## src/rtl/cla_pkg.sv

```systemverilog
// Shared constants, per-stage control record and the 4-bit lookahead group
// function used by the pipelined carry-lookahead adder.
package cla_pkg;

    localparam int CLA_GRP = 4;

    // Control half of a pipeline stage; the sum and operand bits live in
    // WIDTH-sized arrays next to it in the top level.
    typedef struct packed {
        logic valid;
        logic carry;
    } cla_stage_t;

    // Returns {carry_out, sum[3:0]} for one 4-bit group with full lookahead.
    function automatic logic [CLA_GRP:0] cla_grp_add(input logic [CLA_GRP-1:0] a4,
                                                     input logic [CLA_GRP-1:0] b4,
                                                     input logic               c);
        logic [CLA_GRP-1:0] g;
        logic [CLA_GRP-1:0] p;
        logic [CLA_GRP:0]   cv;
        g     = a4 & b4;
        p     = a4 ^ b4;
        cv[0] = c;
        cv[1] = g[0] | (p[0] & c);
        cv[2] = g[1] | (p[1] & g[0]) | (p[1] & p[0] & c);
        cv[3] = g[2] | (p[2] & g[1]) | (p[2] & p[1] & g[0]) | (p[2] & p[1] & p[0] & c);
        cv[4] = g[3] | (p[3] & g[2]) | (p[3] & p[2] & g[1]) | (p[3] & p[2] & p[1] & g[0])
              | ((&p) & c);
        return {cv[4], p ^ cv[3:0]};
    endfunction

endpackage

```

## src/rtl/cla_group4.sv

```systemverilog
// Combinational 4-bit carry-lookahead group: sum, group generate/propagate
// and carry-out for a given carry-in.
module cla_group4
    import cla_pkg::*;
(
    input  logic [CLA_GRP-1:0] a,
    input  logic [CLA_GRP-1:0] b,
    input  logic               c,
    output logic [CLA_GRP-1:0] sum,
    output logic               gout,
    output logic               pout,
    output logic               cout
);

    logic [CLA_GRP-1:0] g;
    logic [CLA_GRP-1:0] p;
    logic [CLA_GRP:0]   res;

    assign g    = a & b;
    assign p    = a ^ b;
    assign gout = g[3] | (p[3] & g[2]) | (p[3] & p[2] & g[1]) | (p[3] & p[2] & p[1] & g[0]);
    assign pout = &p;

    assign res  = cla_grp_add(a, b, c);
    assign sum  = res[CLA_GRP-1:0];
    assign cout = res[CLA_GRP];

endmodule

```

## src/rtl/pipelined_cla_adder.sv

```systemverilog
// WIDTH-bit adder resolving one 4-bit lookahead group per pipeline stage,
// valid/ready on both sides. Define CLA_ADDSUB_EN for the add/subtract variant.
module pipelined_cla_adder
    import cla_pkg::*;
#(
    parameter int WIDTH = 16
) (
    input  logic             clk,
    input  logic             rst,
    input  logic             in_valid,
    output logic             in_ready,
    input  logic [WIDTH-1:0] a,
    input  logic [WIDTH-1:0] b,
    input  logic             cin,
`ifdef CLA_ADDSUB_EN
    input  logic             sub,
`endif
    output logic             out_valid,
    input  logic             out_ready,
    output logic [WIDTH-1:0] sum,
    output logic             cout,
    output logic             ovf
);

    localparam int STAGES = WIDTH / CLA_GRP;

    // Handshake: a beat moves across an interface on a rising edge when its
    // valid and ready are both 1; valid never depends on ready, and the whole
    // pipe advances together whenever the output register is empty or drained.
    logic adv;

    logic [WIDTH-1:0] b_eff;
    logic             c0;

    cla_stage_t       st_q [STAGES];
    logic [WIDTH-1:0] s_q  [STAGES];
    logic [WIDTH-1:0] ra_q [STAGES];
    logic [WIDTH-1:0] rb_q [STAGES];
    logic             ovf_q;

    logic [WIDTH-1:0]   s_d [STAGES];
    logic [CLA_GRP-1:0] ga  [STAGES];
    logic [CLA_GRP-1:0] gb  [STAGES];
    logic [CLA_GRP-1:0] gs  [STAGES];
    logic               gc  [STAGES];
    logic               gg  [STAGES];
    logic               gp  [STAGES];
    logic               gco [STAGES];
    logic               c_d [STAGES];
    logic               c_msb;
    logic               ovf_d;

`ifdef CLA_ADDSUB_EN
    assign b_eff = b ^ {WIDTH{sub}};
    assign c0    = cin ^ sub;
`else
    assign b_eff = b;
    assign c0    = cin;
`endif

    assign adv       = !out_valid || out_ready;
    assign in_ready  = adv;
    assign out_valid = st_q[STAGES-1].valid;
    assign cout      = st_q[STAGES-1].carry;
    assign sum       = s_q[STAGES-1];
    assign ovf       = ovf_q;

    // Stage 0 eats the low group straight off the ports; later stages consume
    // the bottom nibble of the operands shifted down by the previous stage.
    always_comb begin
        ga = '{default: '0};
        gb = '{default: '0};
        gc = '{default: 1'b0};
        ga[0] = a[CLA_GRP-1:0];
        gb[0] = b_eff[CLA_GRP-1:0];
        gc[0] = c0;
        for (int k = 1; k < STAGES; k++) begin
            ga[k] = ra_q[k-1][CLA_GRP-1:0];
            gb[k] = rb_q[k-1][CLA_GRP-1:0];
            gc[k] = st_q[k-1].carry;
        end
    end

    for (genvar k = 0; k < STAGES; k++) begin : g_grp
        cla_group4 u_grp (
            .a    (ga[k]),
            .b    (gb[k]),
            .c    (gc[k]),
            .sum  (gs[k]),
            .gout (gg[k]),
            .pout (gp[k]),
            .cout (gco[k])
        );
    end

    always_comb begin
        s_d = '{default: '0};
        c_d = '{default: 1'b0};
        for (int k = 0; k < STAGES; k++) begin
            c_d[k] = gg[k] | (gp[k] & gc[k]);
        end
        s_d[0] = WIDTH'(gs[0]);
        for (int k = 1; k < STAGES; k++) begin
            s_d[k] = s_q[k-1] | (WIDTH'(gs[k]) << (CLA_GRP * k));
        end
        // Carry into the MSB recovered from its sum bit; overflow is its
        // disagreement with the carry out of the MSB.
        c_msb = gs[STAGES-1][CLA_GRP-1] ^ ga[STAGES-1][CLA_GRP-1] ^ gb[STAGES-1][CLA_GRP-1];
        ovf_d = c_msb ^ gco[STAGES-1];
    end

    always_ff @(posedge clk or posedge rst) begin
        if (rst) begin
            for (int k = 0; k < STAGES; k++) begin
                st_q[k] <= '0;
                s_q[k]  <= '0;
                ra_q[k] <= '0;
                rb_q[k] <= '0;
            end
            ovf_q <= 1'b0;
        end else if (adv) begin
            st_q[0].valid <= in_valid;
            if (in_valid) begin
                st_q[0].carry <= c_d[0];
                s_q[0]        <= s_d[0];
                ra_q[0]       <= a >> CLA_GRP;
                rb_q[0]       <= b_eff >> CLA_GRP;
            end
            for (int k = 1; k < STAGES; k++) begin
                st_q[k].valid <= st_q[k-1].valid;
                st_q[k].carry <= c_d[k];
                s_q[k]        <= s_d[k];
                ra_q[k]       <= ra_q[k-1] >> CLA_GRP;
                rb_q[k]       <= rb_q[k-1] >> CLA_GRP;
            end
            ovf_q <= ovf_d;
        end
    end

endmodule

```

## config.mk

```make
export PLATFORM = sky130hd
export DESIGN_NAME = pipelined_cla_adder
export DESIGN_NICKNAME = d
export VERILOG_FILES = /design/src/rtl/cla_pkg.sv /design/src/rtl/cla_group4.sv /design/src/rtl/pipelined_cla_adder.sv
export SDC_FILE = /design/constraint.sdc
export NUM_CORES = 1
export LEC_CHECK = 0
export ABC_AREA = 1
export ABC_CLOCK_PERIOD_IN_PS = 3000
export BUFFER_PORTS_ARGS = -buffer_cell sky130_fd_sc_hd__clkbuf_2
export CAP_MARGIN = 25
export CORE_UTILIZATION = 40
export CTS_CLUSTER_DIAMETER = 50
export DETAILED_ROUTE_END_ITERATION = 6
export PLACE_DENSITY = 0.71
export REMOVE_ABC_BUFFERS = 1
export SETUP_SLACK_MARGIN = 0.05
export SLEW_MARGIN = 5
export SYNTH_ARGS = -nofsm -noshare
export SYNTH_HDL_FRONTEND = slang
export SYNTH_SLANG_ARGS = --single-unit
```

## constraint.sdc

```tcl
create_clock -name clk -period 3 [get_ports clk]
set_input_delay 0 -clock clk [delete_from_list [all_inputs] [get_ports clk]]
set_output_delay 0 -clock clk [all_outputs]
set_load 0.005 [all_outputs]
```

==> results by group, run 1 <==
Synth
  • Seq cells post-synth: a little under 100
  • Post-synthesis instance area: 0.00424 sq mm
  • Synth Area in Compound Gates: around 7.4%
  • Sequential share of the synthesized area: about 57%
  • Post-synthesis mux area share: 0%
  • Adder-cell share of the synthesized area: 6.61%
  • XOR/XNOR Fraction of Synth Area: between 1 and 1.5%
  • Post-synth cell types: 26
  • Mean Syn Cell Area: ~9 sq um
  • Post-synth top area share: a little under three fifths
  • Synth area leader: dfrtp_1
  • Synthesized netlist cell count: between 400 and 500
  • Post-synthesis simple-gate area fraction: 22.0%
  • Yosys warning total: 0
  • Top post-synthesis cells by area: dfrtp_1 57%, nand2_1 17%, o21ai_0 5.4%
  • Largest family of logic cells by synthesized area: simple AND/OR/NAND/NOR gates

Floorplanning
  • Initial Util: between 40 and 50%
  • Core footprint: roughly 0.010 sq mm
  • Die width: 105 um
  • Die area: roughly 0.011 sq mm
  • Die H: between 100 and 150 um
  • I/O pin count: 57
  • Rows: 37

Final layout
  • Commonest non-fill, non-tap cells in the layout: 195 x nand2_1, 97 x dfrtp_1, 56 x clkbuf_2
  • Share of cells above drive strength 1: 15.5%
  • Antenna Cells: 0
  • Final Util: roughly 50%
  • Commonest non-fill, non-tap cell in the layout: nand2_1
  • # nets final: about 600
  • Area delta synth->final: 20.6%

Setup path
  • RR Startpoint: out_valid
  • Worst setup SP type: flop
  • Slowest stage delay, CP: 0.43 ns
  • Reg2reg end: gc[2]
  • Crit path DAT: just under 2 ns
  • Reg2reg path depth: 7
  • Req. time, crit path: 3.25 ns
  • Slowest CP cell: nand2_2
  • Worst setup EP type: flop
  • Worst-path fanout max: 31
  • Cell Chain, Critical Path: inv_1 -> nor2_4 -> inv_4 -> nand2_2 -> inv_2 -> nor2_1 -> a21oi_1
  • R2R setup slack: roughly 1.3 ns
  • Setup CP Type: reg2reg

Clock tree
  • Clock slew at reported path FFs: approximately 0.09 ns
  • Longest Clk Path Bufs: 2
  • Root buffer cell: clkbuf_8
  • CTS Sinks: 97
  • CTS resizes: 0
  • Htree depth: 3
  • Total CTS buffers: 9
  • TritonCTS clock tree: yes
  • Clock Latency Late Sink: about 0.36 ns

Timing
  • Final hold slack: 0.0651 ns
  • Slew margin rel.: between 50 and 60%
  • RSZ-0062 raised after global routing: no
  • Actual slew at the worst max-slew pin: 0.728 ns
  • Total Neg Setup Slack: 0 ns
  • # setup viols final: 0
  • Final hold vios: 0
  • F_max: ~0.58 GHz
  • Worst Clk Skew: 0.00814 ns
  • Fin crit share: 57.3%
  • Post-route minimum period: about 1.7 ns
  • Post-route setup slack: between 1 and 1.5 ns
  • Slew Viols, Final: 0

Drt
  • WL final: between 8000 and 9000 um
  • DR WL/cell: ~12 um
  • Antenna Nets Post-Route: 0
  • DRC Markers: 0
  • DRT Pass-1 Iters: 5
  • DRT iter0 DRCs: 199
  • Routed vias/inst: approximately 4.6
  • Vias: between 3000 and 4000

Global routing
  • Initial antenna violation count: 0
  • Number of global-route vias before repair: between 3000 and 4000
  • First-pass GRT wire length: between 10000 and 15000 um
  • Tot GR Track Use: approximately 16%
  • Grt ovf: 0
  • Largest net degree at the start of global routing: 75

Min path
  • Worst Hold End: gc[2]
  • WHS Path Cells: 5
  • HP Class: in2reg
  • Hold Startpoint: cin

Place
  • GP Congestion: roughly 0.74
  • Post-DP HPWL: around 5500 um
  • PortBufs: 56
  • Pre-CTS setup slack: between 1 and 1.5 ns

Power and ir drop
  • Power per cell area: just over 900 mW/mm^2
  • P_leak: around 2.7 nW
  • VDD IR-drop max: 289 uV

Run status
  • Status: completed

Flow run
  • Max-cap viol count: 0
[final cells by class]
| type | count | area [sq um] |
|---|---|---|
| flip-flops and latches | 97 | 2430 |
| multi-input cells | 318 | 1580 |
| repair buffers | 85 | 561 |
| well taps | 136 | 170 |
| clock inverters | 5 | 103 |
| clock buffers | 11 | 141 |
| inverters | 34 | 133 |
| fillers | 1016 | 5160 |
[worst max path at each step]
stage	from	endpoint	slack [ns]
floorplan	rst	cout	0.47
global placement	out_valid	s_q[51]	1.37
detailed placement	out_valid	gc[2]	1.30
CTS	out_valid	gc[2]	1.27
global route	out_valid	gc[2]	1.05
finish	out_valid	gc[2]	1.28
[cells in the mapped netlist]
cell and count:
or2_0 1, clkbuf_1 5, inv_2 1, o21ai_1 1, buf_6 1, a21oi_1 8
dfrtp_1 97, a31oi_1 4, nor2_1 9, nand2_1 195, xor2_1 4, inv_4 1
buf_2 13, buf_4 1, nand2_2 4, fa_1 4, nand3_1 11, nor2_4 1
or2_2 2, a21o_1 2, nand4_1 4, inv_1 32, xnor2_1 2, nand3b_1 4
ha_1 16, o21ai_0 46
[metrics by stage]
stage / std cells / cell area, sq um / power, mW
after global placement: 645 / 4620 / 3.68
after CTS: 686 / 5110 / 4.83
after floorplan: 449 / 4140 / 3.27
final: 686 / 5110 / 4.76
after global routing: 686 / 5110 / 5.21
after detailed placement: 645 / 4620 / 3.78
[cells by family (layout without fill, tap and decap cells)]
| logic type | count (synthesis) | in the layout |
|---|---|---|
| compound gates | 61 | 61 |
| flops | 97 | 97 |
| buf+inv | 54 | 135 |
| simple gates | 231 | 231 |
| fa+ha+maj | 20 | 20 |
| xor+xnor | 6 | 6 |
[sequential cells by signal (all words and copies together) (netlist names)]
signal,flops
s_q,24
sum,16
ga,12
gb,12
ra_q,12
rb_q,12
gc,3
st_q,3
cout,1
out_valid,1
ovf,1
[critical path: cells and delay by family, from the launching register on]
family	cells	cell delay (ns)
AO/OA/AOI/OAI	1	0.06
flip-flops	1	0.35
buffers and inverters	3	0.47
AND/OR/NAND/NOR	3	0.72
[per-layer routing]
| metal | routed length, um | track usage (%) | up-vias |
|---|---|---|---|
| met5 | 0 | 0 | - |
| met3 | 261 | 4.49 | 8 |
| met1 | 3860 | 20.7 | 1497 |
| li1 | - | - | 1627 |
| met4 | 74 | 3.32 | 0 |
| met2 | 3950 | 28.1 | 50 |
[repair_timing]
item | CTS | global route
buffers inserted | 0 | 0
hold endpoints to repair | 83 | 0
setup endpoints to repair | 0 | 0
hold buffers | 25 | 0
[power by group]
| part | total (mW) | internal (mW) | switching, mW |
|---|---|---|---|
| clock | 1.01 | 0.575 | 0.436 |
| sequential | 2.15 | 1.86 | 0.286 |
| combinational | 1.61 | 0.662 | 0.944 |
| total | 4.76 | 3.10 | 1.67 |
Power figures use the tool's default switching activity.
==> run 2, diff against run 1 <==
- ABC_CLOCK_PERIOD_IN_PS: 3000 -> 1600
- clock period: 3 -> 1.6 ns (I/O delays scaled with it)
==> run 2 against run 1 <==
Worst setup slack got worse by 1.2 ns; fmax grew 12%; sequential share of layout area shrank 1.5 points; flip-flop and latch count unchanged; register-to-register slack worse by 1.2 ns; hold slack got worse by 0.054 ns; routed wire length increased by 0.44%.
==> results by group, run 2 (synthesized netlist as in run 1, its figures left out) <==
Run status
  • Status: completed

Place
  • Post-DP HPWL: 5350 um (-2.3%)
  • Pre-CTS setup slack: 0.0535 ns (-1.25 ns)
  • PortBufs: 56 (unchanged)
  • GP Congestion: 0.799 (+8.3%)
  • Dpl cells: 647 (+0.31%)

Power and ir drop
  • Power per cell area: 1760 mW/mm^2 (+89%)
  • Combinational share of power: 37.0% (+3.3 points)
  • Clk pwr share: 19.0% (-2.2 points)
  • Sequential Power Share: 44.0% (-1.0 points)
  • P_leak: 2.73 nW (+1.7%)
  • Internal Power: 5.97 mW (+93%)
  • VDD IR-drop max: 617 uV (+110%)
  • Sw Share: 35.7% (+0.72 points)
  • Psw: 3.31 mW (+99%)

Clock tree
  • Longest Clk Path Bufs: 2 (unchanged)
  • Clock Latency Late Sink: 0.36 ns (about the same)
  • TritonCTS clock tree: yes
  • Htree depth: 3 (unchanged)
  • Total CTS buffers: 9 (unchanged)
  • CTS Sinks: 97 (unchanged)
  • Clock slew at reported path FFs: 0.09 ns (about the same)
  • Root buffer cell: clkbuf_8

Final layout
  • Final non-filler cell total: 691 (+0.73%)
  • Share of cells above drive strength 1: 18.6% (+3.1 points)
  • Commonest non-fill, non-tap cell in the layout: nand2_1
  • Antenna Cells: 0 (unchanged)
  • Number of fill cells: 974 (-4.1%)
  • Max FFs per register: 24 (unchanged)
  • Area delta synth->final: 24.4%
  • Reg with most FFs: s_q
  • # nets final: 607 (+0.83%)
  • Commonest non-fill, non-tap cells in the layout: 192 x nand2_1, 97 x dfrtp_1, 56 x clkbuf_2

Timing
  • Post-route setup slack: 0.0600 ns (-1.22 ns)
  • Final hold vios: 0 (unchanged)
  • Total Neg Setup Slack: 0 ns (unchanged)
  • Worst Clk Skew: 0.00575 ns (-0.00239 ns)
  • Fin crit share: 96.2% (+39 points)
  • Actual slew at the worst max-slew pin: 0.467 ns (-0.262 ns)
  • Post-route minimum period: 1.54 ns (-0.180 ns)
  • Slew margin rel.: 68.8% (+17 points)
  • Slew Viols, Final: 0 (unchanged)
  • # setup viols final: 0 (unchanged)
  • RSZ-0062 raised after global routing: yes
  • F_max: 0.649 GHz (+12%)

Floorplanning
  • Die area: 0.0110 sq mm (unchanged)
  • Core footprint: 0.0103 sq mm (unchanged)
  • Die H: 105 um (unchanged)
  • I/O pin count: 57 (unchanged)
  • Die width: 105 um (unchanged)
  • Initial Util: 41.2% (unchanged)
  • Rows: 37 (unchanged)

Global routing
  • Largest net degree at the start of global routing: 75 (unchanged)
  • First-pass GRT wire length: 14200 um (-0.91%)
  • Tot GR Track Use: 16.1% (-0.27 points)
  • Grt ovf: 0 (unchanged)
  • Initial antenna violation count: 0 (unchanged)
  • Number of global-route vias before repair: 3292 (+3.2%)

Setup path
  • Crit-path leading delay family: simple AND/OR/NAND/NOR gates
  • Slowest CP cell: dfrtp_1
  • Worst setup SP type: flop
  • Worst setup EP type: flop
  • Crit path DAT: 1.80 ns (-0.17 ns)
  • Req. time, crit path: 1.86 ns (-1.39 ns)
  • Worst-path fanout max: 3 (-90%)
  • Slowest stage delay, CP: 0.44 ns (about the same)
  • Cell Chain, Critical Path: ha_4 -> nand4_1 -> nand2_2 -> nand2_2 -> nand3b_1 -> nand3_1 -> nand2_1 -> nand2_1
  • CP bufs+invs: 0 (-3)
  • Setup CP Type: reg2reg

Drt
  • DRT iter0 DRCs: 140 (-30%)
  • WL final: 8180 um (+0.44%)
  • DRT Pass-1 Iters: 4 (-1)
  • DRC Markers: 0 (unchanged)
  • Vias: 3258 (+2.4%)
  • DR WL/cell: 11.8 um (-0.28%)
  • Routed vias/inst: 4.71 (+1.6%)
  • Antenna Nets Post-Route: 0 (unchanged)

Flow run
  • Max-cap viol count: 0 (unchanged)

Min path
  • HP Class: in2reg
## run 2: cell types whose count changed in the layout (fill, tap and decap cells not counted), sizes merged
cell    change
buf         +5
bufinv      -1
clkinv      +1
## run 2: metal layers
metal  global-route usage [%]  part of all wire [%]  up-vias
met5                        0                     0        -
met4                     5.13                  0.97        0
met3                     3.37                   3.6        8
met2                     28.6                    50       59
met1                     19.5                    45     1559
li1                         -                     -     1632
## run 2: path summary, 6_finish.rpt
| check | start | to | slack [ns] | depth (start not counted) |
|---|---|---|---|---|
| worst min register to register | s_q[22] | sum[6] | 0.48 | 2 |
| worst max register to register | gb[0] | ovf | 0.06 | 8 |
| max in group asynchronous | rst | s_q[17] | 0.84 | 4 |
| worst max-delay path | gb[0] | ovf | 0.06 | 8 |
| worst min-delay path | out_ready | rb_q[38] | 0.01 | 4 |
| min in group asynchronous | rst | rb_q[38] | 0.13 | 3 |
## run 2: worst reg2reg max path, stage by stage (launching register included)
cell and delay (ns):
dfrtp_1 0.44, ha_4 0.30, nand4_1 0.19, nand2_2 0.16, nand2_2 0.06, nand3b_1 0.11
nand3_1 0.08, nand2_1 0.07, nand2_1 0.04
## run 2: final cells by class
cell class	count	area (sq um)	share of cell area [%]
clock buffers	11	151	2.87
repair buffers	90	636	12.0
multi-input cells	318	1680	31.9
inverters	34	133	2.51
clock inverters	5	77.6	1.47
flip-flops and latches	97	2430	46.0
well taps	136	170	3.23
## run 2: timing repair
| item | 4_1_cts | 5_1_grt |
|---|---|---|
| hold buffers | 25 | 0 |
| resized for setup | 1 | 13 |
| pin swaps | 0 | 6 |
| setup endpoints to repair | 1 | 6 |
| hold endpoints to repair | 121 | 0 |
| setup buffers | 0 | 3 |
## run 2: power by group through the flow
| stage | logic (mW) | registers, mW | clock network (mW) |
|---|---|---|---|
| floorplan | 2.15 | 3.97 | 0 |
| global placement | 2.96 | 4.03 | 0 |
| detailed placement | 3.08 | 4.08 | 0 |
| CTS | 3.17 | 4.04 | 1.82 |
| global route | 3.96 | 4.22 | 1.92 |
| finish | 3.43 | 4.08 | 1.76 |
## run 2: metrics by stage
step / area, sq um / hold WS, ns / utilization, % / power [mW]
after floorplan: 4140 / 0.110 / - / 6.12
after global placement: 4670 / -0.0286 / 45.5 / 6.99
after detailed placement: 4670 / -0.0211 / 45.5 / 7.16
after CTS: 5160 / 0.00345 / 50.2 / 9.03
after global routing: 5280 / 0.0231 / 51.3 / 10.1
final: 5280 / 0.0111 / 51.3 / 9.28
==> run 3, diff against run 2 <==
- ABC_AREA: 1 -> not set
- MAX_ROUTING_LAYER: not set -> met4
- PLACE_DENSITY: 0.71 -> 0.65
==> run 3 against run 2 <==
Flip-flop and latch count unchanged; sequential share of layout area increased by 0.55 points; hold slack improved by 0.021 ns; the run now ends with setup timing left; global-route usage decreased by 1.0 points; count of clock-buffer cells in the layout decreased by 2; design area decreased by 1.2%; first-iteration DRC count decreased by 37%; non-clock buffer count increased by 4; synthesized area decreased by 1.6%.
==> results by group, run 3 <==
Timing
  • Slew margin rel.: 78.0% (+9.1 points)
  • Slew Viols, Final: 0 (unchanged)
  • Fin crit share: 104% (+7.5 points)
  • Final hold vios: 0 (unchanged)
  • Post-route setup slack: -0.0603 ns (-0.120 ns)
  • RSZ-0062 raised after global routing: yes
  • F_max: 0.602 GHz (-7.2%)
  • Worst Clk Skew: 0.00698 ns (+0.00124 ns)
  • Actual slew at the worst max-slew pin: 0.330 ns (-0.136 ns)
  • # setup viols final: 1 (+1)
  • Post-route minimum period: 1.66 ns (+0.120 ns)
  • Total Neg Setup Slack: -0.0603 ns (-0.0603 ns)

Synth
  • Post-synth ARST share: 100% (unchanged)
  • Synth area leader: dfrtp_1
  • Top post-synthesis cells by area: dfrtp_1 58%, nand2_1 14%, mux2_2 6.2%
  • EDFF count, synth: 0 (unchanged)
  • Post-synth cell types: 28 (+7.7%)
  • Top_reg_cell synth: dfrtp_1
  • Seq cells post-synth: 97 (unchanged)
  • Post-synthesis instance area: 0.00417 sq mm (-1.6%)
  • Synthesized netlist cell count: 404 (-14%)
  • Yosys warning total: 0 (unchanged)
  • Top-count cell post-synth: nand2_1
  • Mean Syn Cell Area: 10.3 sq um (+14%)
  • Sequential share of the synthesized area: 58.2% (+0.94 points)
  • Post-synth top area share: 58.2% (+0.94 points)
  • Commonest cells in the netlist: 153 x nand2_1, 97 x dfrtp_1, 23 x mux2_2, 18 x inv_1

Place
  • PortBufs: 56 (unchanged)
  • Post-DP HPWL: 4830 um (-9.7%)
  • Dpl cells: 587 (-9.3%)
  • Dpl cell area: 0.00469 sq mm (+0.29%)
  • GP Congestion: 0.787 (-1.5%)

Final layout
  • Share of cells above drive strength 1: 24.2% (+5.6 points)
  • Post-route design area: 0.00521 sq mm (-1.2%)
  • Antenna Cells: 0 (unchanged)
  • Commonest non-fill, non-tap cell in the layout: nand2_1
  • Final non-filler cell total: 629 (-9.0%)
  • Reg with most FFs: s_q
  • Area delta synth->final: 25.0%
  • Max FFs per register: 24 (unchanged)
  • # nets final: 548 (-9.7%)
  • Commonest non-fill, non-tap cells in the layout: 153 x nand2_1, 97 x dfrtp_1, 56 x clkbuf_2

Clock tree
  • Clock Latency Late Sink: 0.36 ns (about the same)
  • Htree depth: 3 (unchanged)
  • Longest Clk Path Bufs: 2 (unchanged)
  • TritonCTS clock tree: yes
  • Root buffer cell: clkbuf_8
  • CTS Sinks: 97 (unchanged)
  • Total CTS buffers: 9 (unchanged)
  • Clock slew at reported path FFs: 0.09 ns (about the same)

Global routing
  • First-pass GRT wire length: 12700 um (-11%)
  • Number of global-route vias before repair: 2878 (-13%)
  • Largest net degree at the start of global routing: 61 (-19%)
  • Initial antenna violation count: 0 (unchanged)
  • Tot GR Track Use: 15.1% (-1.0 points)
  • Grt ovf: 0 (unchanged)

Power and ir drop
  • Combinational share of power: 38.9% (+1.9 points)
  • Sequential Power Share: 43.0% (-1.0 points)
  • Psw: 3.32 mW (+0.16%)
  • Power per cell area: 1830 mW/mm^2 (+4.3%)
  • Internal Power: 6.24 mW (+4.7%)
  • P_leak: 2.64 nW (-3.3%)
  • Clk pwr share: 18.1% (-0.9 points)
  • Sw Share: 34.7% (-1.0 points)
  • VDD IR-drop max: 678 uV (+9.8%)

Drt
  • DRC Markers: 0 (unchanged)
  • DRT Pass-1 Iters: 4 (unchanged)
  • Detail Route met2 WL: 3690 um (-11%)
  • Top routing layer in use: met4
  • Vias: 2888 (-11%)
  • DR WL/cell: 11.7 um (-0.98%)
  • WL final: 7370 um (-9.9%)
  • Antenna Nets Post-Route: 0 (unchanged)
  • Routed vias/inst: 4.59 (-2.6%)
  • Met1 WL: 3370 um (-8.4%)
  • DRT iter0 DRCs: 88 (-37%)
  • Routed length on met3: 218 um (-25%)

Floorplanning
  • Die H: 104 um (-0.80%)
  • I/O pin count: 57 (unchanged)
  • Die area: 0.0108 sq mm (-1.6%)
  • Core footprint: 0.00995 sq mm (-3.1%)
  • Die width: 104 um (-0.80%)
  • Rows: 36 (-2.7%)
  • Initial Util: 41.9% (+0.65 points)

Setup path
  • Slowest stage delay, CP: 0.43 ns (about the same)
  • Worst setup EP type: flop
  • Worst setup SP type: flop
  • Crit-path leading delay family: compound AO/OA/AOI/OAI gates
  • Crit path DAT: 1.93 ns (+0.13 ns)
  • Worst-path fanout max: 4 (+1)
  • Req. time, crit path: 1.87 ns (about the same)
  • Setup CP Type: reg2reg
  • Slowest CP cell: dfrtp_1
  • Cell Chain, Critical Path: ha_4 -> a211oi_4 -> o21bai_4 -> xnor2_2 -> o211a_1 -> o31ai_1
  • CP bufs+invs: 0 (unchanged)

Run status
  • Status: complete, but fails checks
  • Failing checks: setup timing

Min path
  • HP Class: in2reg

Flow run
  • Max-cap viol count: 0 (unchanged)
run 3: worst paths after layout:
check / start / endpoint / slack [ns] / cells past startpoint
worst max-delay path: ga[0] / ovf / -0.06 / 6
worst min-delay path: b[3] / gc[2] / 0.03 / 4
worst max register to register: ga[0] / ovf / -0.06 / 6
worst min register to register: s_q[16] / s_q[16] / 0.47 / 2
max in group asynchronous: rst / ra_q[59] / 0.86 / 4
min in group asynchronous: rst / s_q[49] / 0.14 / 3
run 3: metrics by stage:
| step | worst slack, ns | utilization (%) | hold WS (ns) | total power, mW |
|---|---|---|---|---|
| 2_1_floorplan | -3.07 | - | 0.132 | 6.50 |
| 3_3_place_gp | -0.179 | 47.1 | -0.0169 | 7.47 |
| 3_5_place_dp | -0.231 | 47.1 | -0.0158 | 7.68 |
| 5_1_grt | -0.111 | 52.4 | 0.0389 | 10.3 |
| 6_report | -0.0603 | 52.4 | 0.0325 | 9.56 |
| 4_1_cts | -0.0597 | 52.1 | 0.0250 | 9.63 |
run 3: routing by layer:
metal,GRT usage [%],vias up
met5,-,-
met4,5.51,0
met3,2.88,9
met2,25.8,49
met1,17.6,1368
li1,-,1462
run 3: repair_timing:
item,in CTS,in global routing
hold buffers,25,0
resized for setup,7,5
endpoints found under the hold margin,121,0
setup buffers,0,1
setup endpoints to repair,7,6
pin swaps,6,4
run 3: layout make-up:
cell class              count  area (sq um)
clock inverters             7          95.1
inverters                  19          73.8
repair buffers             94           686
clock buffers               9           124
flip-flops and latches     97          2430
multi-input cells         270          1640
fillers                   929          4740
well taps                 133           166
run 3: power by group through the flow:
stage	Combinational (mW)	Clock (mW)	Sequential [mW]
detailed placement	3.52	0	4.16
finish	3.72	1.73	4.11
global route	4.22	1.87	4.25
global placement	3.37	0	4.10
floorplan	2.47	0	4.03
CTS	3.72	1.78	4.12
run 3: logic make-up after synthesis:
| group | share of synthesized area (%) |
|---|---|
| XOR/XNOR | 2.73 |
| flip-flops | 58.2 |
| adder cells (fa/ha/maj) | 6.72 |
| AND/OR/NAND/NOR | 15.2 |
| buffers and inverters | 3.66 |
| multiplexers | 6.48 |
| AO/OA/AOI/OAI | 7.05 |
run 3: worst min-delay path: cells and delay by family:
kind,cells,cell delay (ns)
adder cells (fa/ha/maj),1,0.13
buffers and inverters,1,0.08
AO/OA/AOI/OAI,2,0.14
